--- src/rtl/frame_ctrl_pkg.sv ---
// rtl/frame_ctrl_pkg.sv - shared state encoding and default sizes for the frame swap controller
package frame_ctrl_pkg;

    typedef enum logic [1:0] {
        DRAW      = 2'd0,
        WAIT_SYNC = 2'd1,
        SWAP      = 2'd2,
        CLEAR     = 2'd3
    } frame_state_e;

    localparam int unsigned DEF_A            = 9;
    localparam int unsigned DEF_S            = 24;
    localparam int unsigned DEF_CLEAR_CYCLES = 2;
    localparam int unsigned DEF_C            = 16;

endpackage

--- src/rtl/rr_arbiter2.sv ---
// rtl/rr_arbiter2.sv - two-way round-robin arbiter with a single pointer register
module rr_arbiter2 (
    input  logic       clock,
    input  logic       reset_n,
    input  logic [1:0] elig_i,
    output logic [1:0] gnt_o
);

    logic ptr_q, ptr_d;

    // Pick a winner; the pointer always moves to the requester that lost (or was absent).
    always_comb begin
        gnt_o = 2'b00;
        ptr_d = ptr_q;
        if (elig_i == 2'b11) begin
            gnt_o[ptr_q] = 1'b1;
            ptr_d        = ~ptr_q;
        end else if (elig_i[0]) begin
            gnt_o = 2'b01;
            ptr_d = 1'b1;
        end else if (elig_i[1]) begin
            gnt_o = 2'b10;
            ptr_d = 1'b0;
        end
    end

    // Pointer register; requester 0 has priority out of reset.
    always_ff @(posedge clock or negedge reset_n) begin
        if (!reset_n) begin
            ptr_q <= 1'b0;
        end else begin
            ptr_q <= ptr_d;
        end
    end

endmodule

--- src/rtl/frame_swap_controller.sv ---
// rtl/frame_swap_controller.sv - write arbitration and frame-boundary buffer swap sequencing
module frame_swap_controller
    import frame_ctrl_pkg::*;
#(
    parameter int unsigned A            = DEF_A,
    parameter int unsigned S            = DEF_S,
    parameter int unsigned CLEAR_CYCLES = DEF_CLEAR_CYCLES,
    parameter int unsigned C            = DEF_C
) (
    input  logic         clock,
    input  logic         reset_n,
    input  logic         frame_start,
    input  logic         req0,
    input  logic [A-1:0] addr0,
    input  logic [S-1:0] data0,
    input  logic         done0,
    output logic         gnt0,
    input  logic         req1,
    input  logic [A-1:0] addr1,
    input  logic [S-1:0] data1,
    input  logic         done1,
    output logic         gnt1,
    output logic [A-1:0] mem_address_write,
    output logic [S-1:0] mem_data_write,
    output logic         mem_wren,
    output logic         mem_swap,
    output logic         frame_go,
    output logic         overrun,
    output logic [C-1:0] frame_count
);

    localparam logic [7:0] CLR_LAST = 8'(CLEAR_CYCLES - 1);

    frame_state_e  state_q, state_d;
    logic [1:0]    latch_q, latch_d;
    logic [7:0]    clr_cnt_q, clr_cnt_d;
    logic [C-1:0]  frame_count_q, frame_count_d;
    logic          frame_go_q, frame_go_d;
    logic          mem_wren_q, mem_wren_d;
    logic [A-1:0]  mem_addr_q, mem_addr_d;
    logic [S-1:0]  mem_data_q, mem_data_d;
    logic [1:0]    elig;
    logic [1:0]    gnt;
    logic          all_done;

    rr_arbiter2 u_arb (
        .clock   (clock),
        .reset_n (reset_n),
        .elig_i  (elig),
        .gnt_o   (gnt)
    );

    assign gnt0              = gnt[0];
    assign gnt1              = gnt[1];
    assign mem_wren          = mem_wren_q;
    assign mem_address_write = mem_addr_q;
    assign mem_data_write    = mem_data_q;
    assign frame_go          = frame_go_q;
    assign frame_count       = frame_count_q;

    // Frame sequencing: next state, done latches, clear countdown and the swap/overrun pulses.
    always_comb begin
        state_d       = state_q;
        latch_d       = latch_q;
        clr_cnt_d     = clr_cnt_q;
        frame_count_d = frame_count_q;
        frame_go_d    = 1'b0;
        elig          = 2'b00;
        overrun       = 1'b0;
        mem_swap      = 1'b0;
        // A done pulse arriving this cycle counts as finished, so a same-cycle vblank still swaps.
        all_done      = (latch_q[0] | done0) & (latch_q[1] | done1);

        case (state_q)
            DRAW: begin
                // Eligibility uses the registered latch so a request alongside its done pulse is still served.
                elig    = {req1 & ~latch_q[1], req0 & ~latch_q[0]};
                latch_d = latch_q | {done1, done0};
                if (frame_start) begin
                    if (all_done) begin
                        state_d = SWAP;
                    end else begin
                        overrun = 1'b1;
                    end
                end else if (all_done) begin
                    state_d = WAIT_SYNC;
                end
            end
            WAIT_SYNC: begin
                if (frame_start) begin
                    state_d = SWAP;
                end
            end
            SWAP: begin
                mem_swap      = 1'b1;
                frame_count_d = frame_count_q + 1'b1;
                clr_cnt_d     = '0;
                state_d       = CLEAR;
            end
            CLEAR: begin
                if (clr_cnt_q == CLR_LAST) begin
                    state_d    = DRAW;
                    latch_d    = 2'b00;
                    frame_go_d = 1'b1;
                    clr_cnt_d  = '0;
                end else begin
                    clr_cnt_d = clr_cnt_q + 1'b1;
                end
            end
            default: begin
                state_d = DRAW;
            end
        endcase
    end

    // Memory write stage: capture the granted requester; address and data hold when idle.
    always_comb begin
        mem_wren_d = |gnt;
        mem_addr_d = mem_addr_q;
        mem_data_d = mem_data_q;
        if (gnt[0]) begin
            mem_addr_d = addr0;
            mem_data_d = data0;
        end else if (gnt[1]) begin
            mem_addr_d = addr1;
            mem_data_d = data1;
        end
    end

    // State and output registers; reset aborts any frame in progress immediately.
    always_ff @(posedge clock or negedge reset_n) begin
        if (!reset_n) begin
            state_q       <= DRAW;
            latch_q       <= 2'b00;
            clr_cnt_q     <= '0;
            frame_count_q <= '0;
            frame_go_q    <= 1'b0;
            mem_wren_q    <= 1'b0;
            mem_addr_q    <= '0;
            mem_data_q    <= '0;
        end else begin
            state_q       <= state_d;
            latch_q       <= latch_d;
            clr_cnt_q     <= clr_cnt_d;
            frame_count_q <= frame_count_d;
            frame_go_q    <= frame_go_d;
            mem_wren_q    <= mem_wren_d;
            mem_addr_q    <= mem_addr_d;
            mem_data_q    <= mem_data_d;
        end
    end

endmodule

--- config.mk ---
export PLATFORM = sky130hd
export DESIGN_NAME = frame_swap_controller
export DESIGN_NICKNAME = d
export VERILOG_FILES = /design/src/rtl/frame_ctrl_pkg.sv /design/src/rtl/rr_arbiter2.sv /design/src/rtl/frame_swap_controller.sv
export SDC_FILE = /design/constraint.sdc
export NUM_CORES = 1
export LEC_CHECK = 0
export CAP_MARGIN = 30
export CORE_MARGIN = 2
export CORE_UTILIZATION = 30
export DETAILED_ROUTE_END_ITERATION = 10
export PLACE_DENSITY_LB_ADDON = 0.05
export SETUP_SLACK_MARGIN = 0.1
export SLEW_MARGIN = 5
export SYNTH_ARGS = -nofsm -noshare
export SYNTH_HDL_FRONTEND = slang
export SYNTH_SLANG_ARGS = --single-unit
--- constraint.sdc ---
create_clock -name clock -period 2.2 [get_ports clock]
set_input_delay 0.44 -clock clock [delete_from_list [all_inputs] [get_ports clock]]
set_output_delay 0.44 -clock clock [all_outputs]
set_load 0.01 [all_outputs]
* Word-level counts from Yosys, hierarchy flattened
Index checks and enable logic that the tools add are counted.
Cells by class: $mul 0, add/subtract/negate cells 2, reductions and logical operators 9, bitwise gates (word level) 9, shifts and indexed selects 0, eq/ne operators 8, div/mod/pow operators 0, multiplexer cells 28, magnitude comparators 2
Operators by type and width (count):
- 24-bit two-way mux | 2
- 2-bit two-way mux | 9
- 9-bit two-way mux | 2
- 16-bit by 1-bit adder with 16-bit output (second input constant) | 1
- 8-bit one-hot mux with 2 select lines | 1
- 1-bit two-way mux | 10
- 8-bit by 1-bit adder with 8-bit output (second input constant) | 1
- 8-bit by 1-bit equality test with 1-bit output (second input constant) | 1
- 8-bit two-way mux | 1
- 2-bit one-hot mux with 4 select lines | 1
- 2-bit equality test (second input constant) | 3
- 2-bit inequality test (second input constant) | 3
- 2-bit nonzero test | 3
- 2-bit one-hot mux with 2 select lines | 1
- 1-bit bitwise AND | 3
- 1-bit NOT | 3
- 3-bit AND reduction | 1
- 3-bit nonzero test | 1
- 2-bit by 1-bit equality test with 1-bit output (second input constant) | 1
- 2-bit logical NOT | 1
- 1-bit by 2-bit < comparator with 1-bit output (second input constant) | 1
- 1-bit OR | 2
- 2-bit OR | 1
- 2-bit AND reduction | 1
- other kinds (4) | 4
Word-level totals: memories kept 0, ROM bits 0, output and inout port bits 55, memory bits (writable) 0, bits of input ports 73, word-level logic and storage cells 67, bits in registers 64, bits in latches 0

* Longest topological paths before layout
Gate-level depths: netlist of the first run.
depth in word-level cells 8, gate-level depth with buffers 8, gate-level depth less buffers 6

* Modules after synthesis
From an unflattened synthesis of the first run, not the netlist that was laid out.
Unflattened totals: cell total of the unflattened synthesis 290, area, all modules 3009.1 um2
By module, submodules not included:
- frame_swap_controller | cells each 283, seq. area each 1576.5 um2, area each 2947.8 um2, times used 1
- rr_arbiter2 | cells each 7, seq. area each 25.0 um2, area each 61.3 um2, times used 1

* Least setup slack after synthesis of the first run
OpenSTA, ideal clock, no wires.
kind flip-flop to output port, from register state_q[0], to output gnt1, required time 1.760 ns, path slack 0.363 ns, arrival time 1.397 ns, buffers on the path 2, stages on the path, launching flop included 8, cell sequence dfrtp_1 inv_1 ha_1 buf_2 nand3b_1 a21oi_2 nor2_2 buf_2
Between the ends: cells in the longest elaborated chain, start to end 5, elaborated cells on any way between the ends 6, those cells by class eq/ne (1); mux (4); reduce/logical (1)
RTL lines:
- from (decl) | line frame_swap_controller.sv:34 | frame_state_e state_q, state_d;
- from (signal assigned) | line frame_swap_controller.sv:142 | state_q <= state_d;
- 2-bit logical NOT * | line frame_swap_controller.sv:74 | case (state_q)
- 2-bit two-way mux * | line frame_swap_controller.sv:74
- 2-bit two-way mux | line rr_arbiter2.sv:21 | end else if (elig_i[1]) begin
- 2-bit two-way mux | line rr_arbiter2.sv:18 | end else if (elig_i[0]) begin
- 2-bit two-way mux * | line rr_arbiter2.sv:15 | if (elig_i == 2'b11) begin
- to (decl) | line frame_swap_controller.sv:22 | output logic gnt1,
Every way passes the cells marked *; elsewhere a longest branch is shown, timed or not.

* Worst setup path in the final report of the first run
from register state_q[0], to output mem_swap
Between the ends: cells in the longest elaborated chain, start to end 2
RTL lines:
- 2-bit equality test | line frame_swap_controller.sv:74
- 1-bit two-way mux | line frame_swap_controller.sv:74
- to (decl) | line frame_swap_controller.sv:26 | output logic mem_swap,
Every way passes these cells.

==> results of run 1 <==
stage by stage:
step | hold slack, ps | instance area (um^2)
after floorplan | 144.4 | 2938
after global placement | 469.3 | 4389
after detailed placement | 469.7 | 4389
after CTS | 109.8 | 4627
after global routing | 116.9 | 4629
final | 101.6 | 4629
flip-flops by register name, indices dropped and copies added, names as in the netlist:
register	count
u_arb.ptr_q	1
clr_cnt_q	8
mem_address_write	9
frame_count	16
mem_wren	1
mem_data_write	24
latch_q	2
state_q	2
frame_go	1
cell families after synthesis:
logic type,share of synthesized area
compound gates,0.2338
xor+xnor,0.04770
fa+ha+maj,0.02981
buf+inv,0.03109
flops,0.5451
mux,0.01746
simple gates,0.09498
worst paths after layout:
| kind | from | end | slack, ps |
|---|---|---|---|
| min in group clock | frame_count[15]$_DFFE_PN0P_ | frame_count[15]$_DFFE_PN0P_ | 470 |
| setup reg to reg | state_q[0]$_DFFE_PN0P_ | frame_count[11]$_DFFE_PN0P_ | 300 |
| max in group asynchronous | reset_n | latch_q[1]$_DFFE_PN0P_ | 1800 |
| hold reg to reg | frame_count[15]$_DFFE_PN0P_ | frame_count[15]$_DFFE_PN0P_ | 470 |
| setup / recovery | state_q[0]$_DFFE_PN0P_ | mem_swap | 180 |
| hold / removal | reset_n | mem_data_write[10]$_DFFE_PN0P_ | 100 |
routing by layer:
metal  up-vias  part of all wire  track usage
met3         9             0.071      0.04136
li1       1188                 -            -
met2        92              0.45       0.2438
met4         0             0.016      0.06073
met1      1194              0.46       0.2008
met5         -                 0            0
power by group through the flow:
stage | clock [uW] | sequential (uW) | combinational, uW
floorplan | 0 | 2070 | 1160
global placement | 0 | 1920 | 2540
detailed placement | 0 | 1930 | 2560
CTS | 1300 | 1910 | 2570
global route | 1350 | 1970 | 2770
finish | 1250 | 1910 | 2540
critical path: cells and delay by family, from the launching register on:
kind | cells | cell delay [ps]
adder cells (fa/ha/maj) | 1 | 210
buffers and inverters | 2 | 630
flip-flops | 1 | 410
timing repair:
item	4_1_cts	5_1_grt
endpoints found under the setup margin	4	5
hold endpoints to repair	0	0
gates resized for setup	6	7
cloned	0	0
setup buffers	0	0
cell usage in the layout (no fill, tap or decap), types with 3 or more instances in the layout:
cell	n
clkbuf_8	10
nand2_1	15
bufinv_16	3
nor2b_1	3
ha_1	5
inv_1	3
nand3_1	7
o21ai_0	3
a21o_1	34
buf_4	8
a31oi_1	6
xor2_1	6
nand4_1	3
clkdlybuf4s50_1	123
mux2i_1	4
a21oi_1	5
nor2_1	6
nor3_1	3
xnor2_1	10
a22o_1	33
dfrtp_1	64
and3_1	6
cell type report:
cell class                 instances  area share
sequential                        64      0.3459
tap                              133     0.03595
clock buffer                      11     0.03054
timing repair buffer             136      0.2886
inverter                           5    0.004054
clock inverter                     5     0.02243
multi-input combinational        168      0.2724
==> flow_metrics.py, run 1 <==
metrics = {
    "outcome": {
        "status": "finished, final reports clean",
    },
    "grt": {
        "grt_first_pass_wirelength_um": 12430,
        "grt.overflow.total": 0,
        "grt_max_degree": 65,
        "grtUsageTotal": 0.1538,
        "antenna_found_initial": 0,
        "grt_pass1_vias": 2452,
    },
    "setup_path": {
        "cp-end-kind": "primary output",
        "reg2reg_depth": 6,
        "path_class": "reg -> out",
        "crit_arrival_ps": 1580,
        "crit_path_cell_trace": "inv_2 > ha_2 > clkdlybuf4s50_1",
        "crit_path_max_fanout": 3,
        "start_kind": "register",
        "required_ps": 1760,
        "crit_path_top_delay_cell": "clkdlybuf4s50_1",
        "slowest_delay_ps": 550,
    },
    "cells_and_area": {
        "fin_util": 0.4803,
        "nFillCells": 942,
        "instances_no_fill": 522,
        "ff_latch_area_um2": 1602,
        "diodes": 0,
        "finalNetCount": 464,
        "multiInputGateArea_um2": 1261,
        "drive_gt1_frac": 0.09512,
        "area_delta_synth_final_pct": 57.58,
    },
    "timing": {
        "layout_setup_ws_ps": 178.7,
        "timing_max_transition_violations_final": 0,
        "fin_tns_setup_ps": 0,
        "finalHoldViolCount": 0,
        "fin_crit_ps": 2021,
        "setup_violations": 0,
        "rsz0062_at_grt": "false",
        "fmax_mhz": 494.7,
        "worst_pin_slew_ps": 558.3,
        "fin_skew_ps": 11.22,
        "slew_headroom": 0.6250,
        "finalCritPeriodShare": 0.9188,
    },
    "synthesis": {
        "syn-num-nets": 330,
        "synthArstFlopShare": 1.000,
        "avgSynthCellArea_um2": 11.75,
        "yosysTopAreaCell": "dfrtp_1",
        "synth_cells": 250,
        "yosysMostFrequentCell": "dfrtp_1",
        "synth_cell_types": 37,
        "seq_area_frac_synth": 0.5451,
        "yosys-top-cells-area": "dfrtp_1, a22o_1, a21o_1, ha_1, xnor2_1",
        "syn_area_um2": 2938,
        "synth_top_cells_by_count": "dfrtp_1, a21o_1, a22o_1",
        "synth_ff_type": "dfrtp_1",
        "synth_edf_count": 0,
        "yosysWarnings": 0,
        "yosysTopAreaCellShare": 0.5451,
        "ys_seq_elements": 64,
    },
    "floorplan": {
        "core_um2": 9639,
        "die_w_um": 103.0,
        "num_io_pins": 128,
        "die_area_um2": 10600,
        "initial_utilization": 0.3048,
        "rows": 36,
        "die_h_um": 103.0,
    },
    "detailed_routing": {
        "dr.pass1.iters": 4,
        "vias_per_cell": 4.757,
        "ant_nets": 0,
        "num_vias": 2483,
        "drc": 0,
        "drt-total-wl_um": 8304,
        "wl_per_cell_um": 15.91,
        "drt_iter0_drc": 91,
    },
    "place": {
        "post-place-cells": 506,
        "dp_hpwl_um": 5606,
        "routabilityCongestion": 0.8010,
        "port_buffers": 127,
        "place_ws_ps": -203.7,
    },
    "cts": {
        "cts_tree": "built",
        "numCtsBuffers": 9,
        "clkLatencyLatePin_ps": 340,
        "ctsHoldBuffers": 0,
        "path_clk_slew_ps": 80,
        "cts_max_path_buffers": 2,
        "cts.sinks": 64,
        "h-tree-depth": 3,
        "cts-root-buf": "clkbuf_8",
    },
    "power_and_ir_drop": {
        "swShare": 0.3180,
        "pwr-share-seq": 0.335,
        "p_comb_frac": 0.446,
        "clkPwrFrac": 0.219,
        "power.leakage_uw": 0.002202,
        "netSwitchingPower_uw": 1812,
        "finalPower_uw": 5697,
        "peakVddDrop_v": 0.0005321,
        "p_int_uw": 3886,
        "p_per_area_nw_per_um2": 1231,
    },
    "hold_path": {
        "min_path_type": "in -> async",
    },
    "run": {
        "cap_violations": 0,
    },
}
Power figures use the tool's default switching activity.
==> run 2, diff against run 1 <==
--- a/config.mk
+++ b/config.mk
@@ -8,6 +8,7 @@
 export CAP_MARGIN = 30
 export CORE_MARGIN = 2
 export CORE_UTILIZATION = 30
+export CTS_CLUSTER_DIAMETER = 60
 export DETAILED_ROUTE_END_ITERATION = 10
 export PLACE_DENSITY_LB_ADDON = 0.05
 export SETUP_SLACK_MARGIN = 0.1
==> results of run 2 <==
No change in the layout: final DEF, timing and power equal those of run 1.
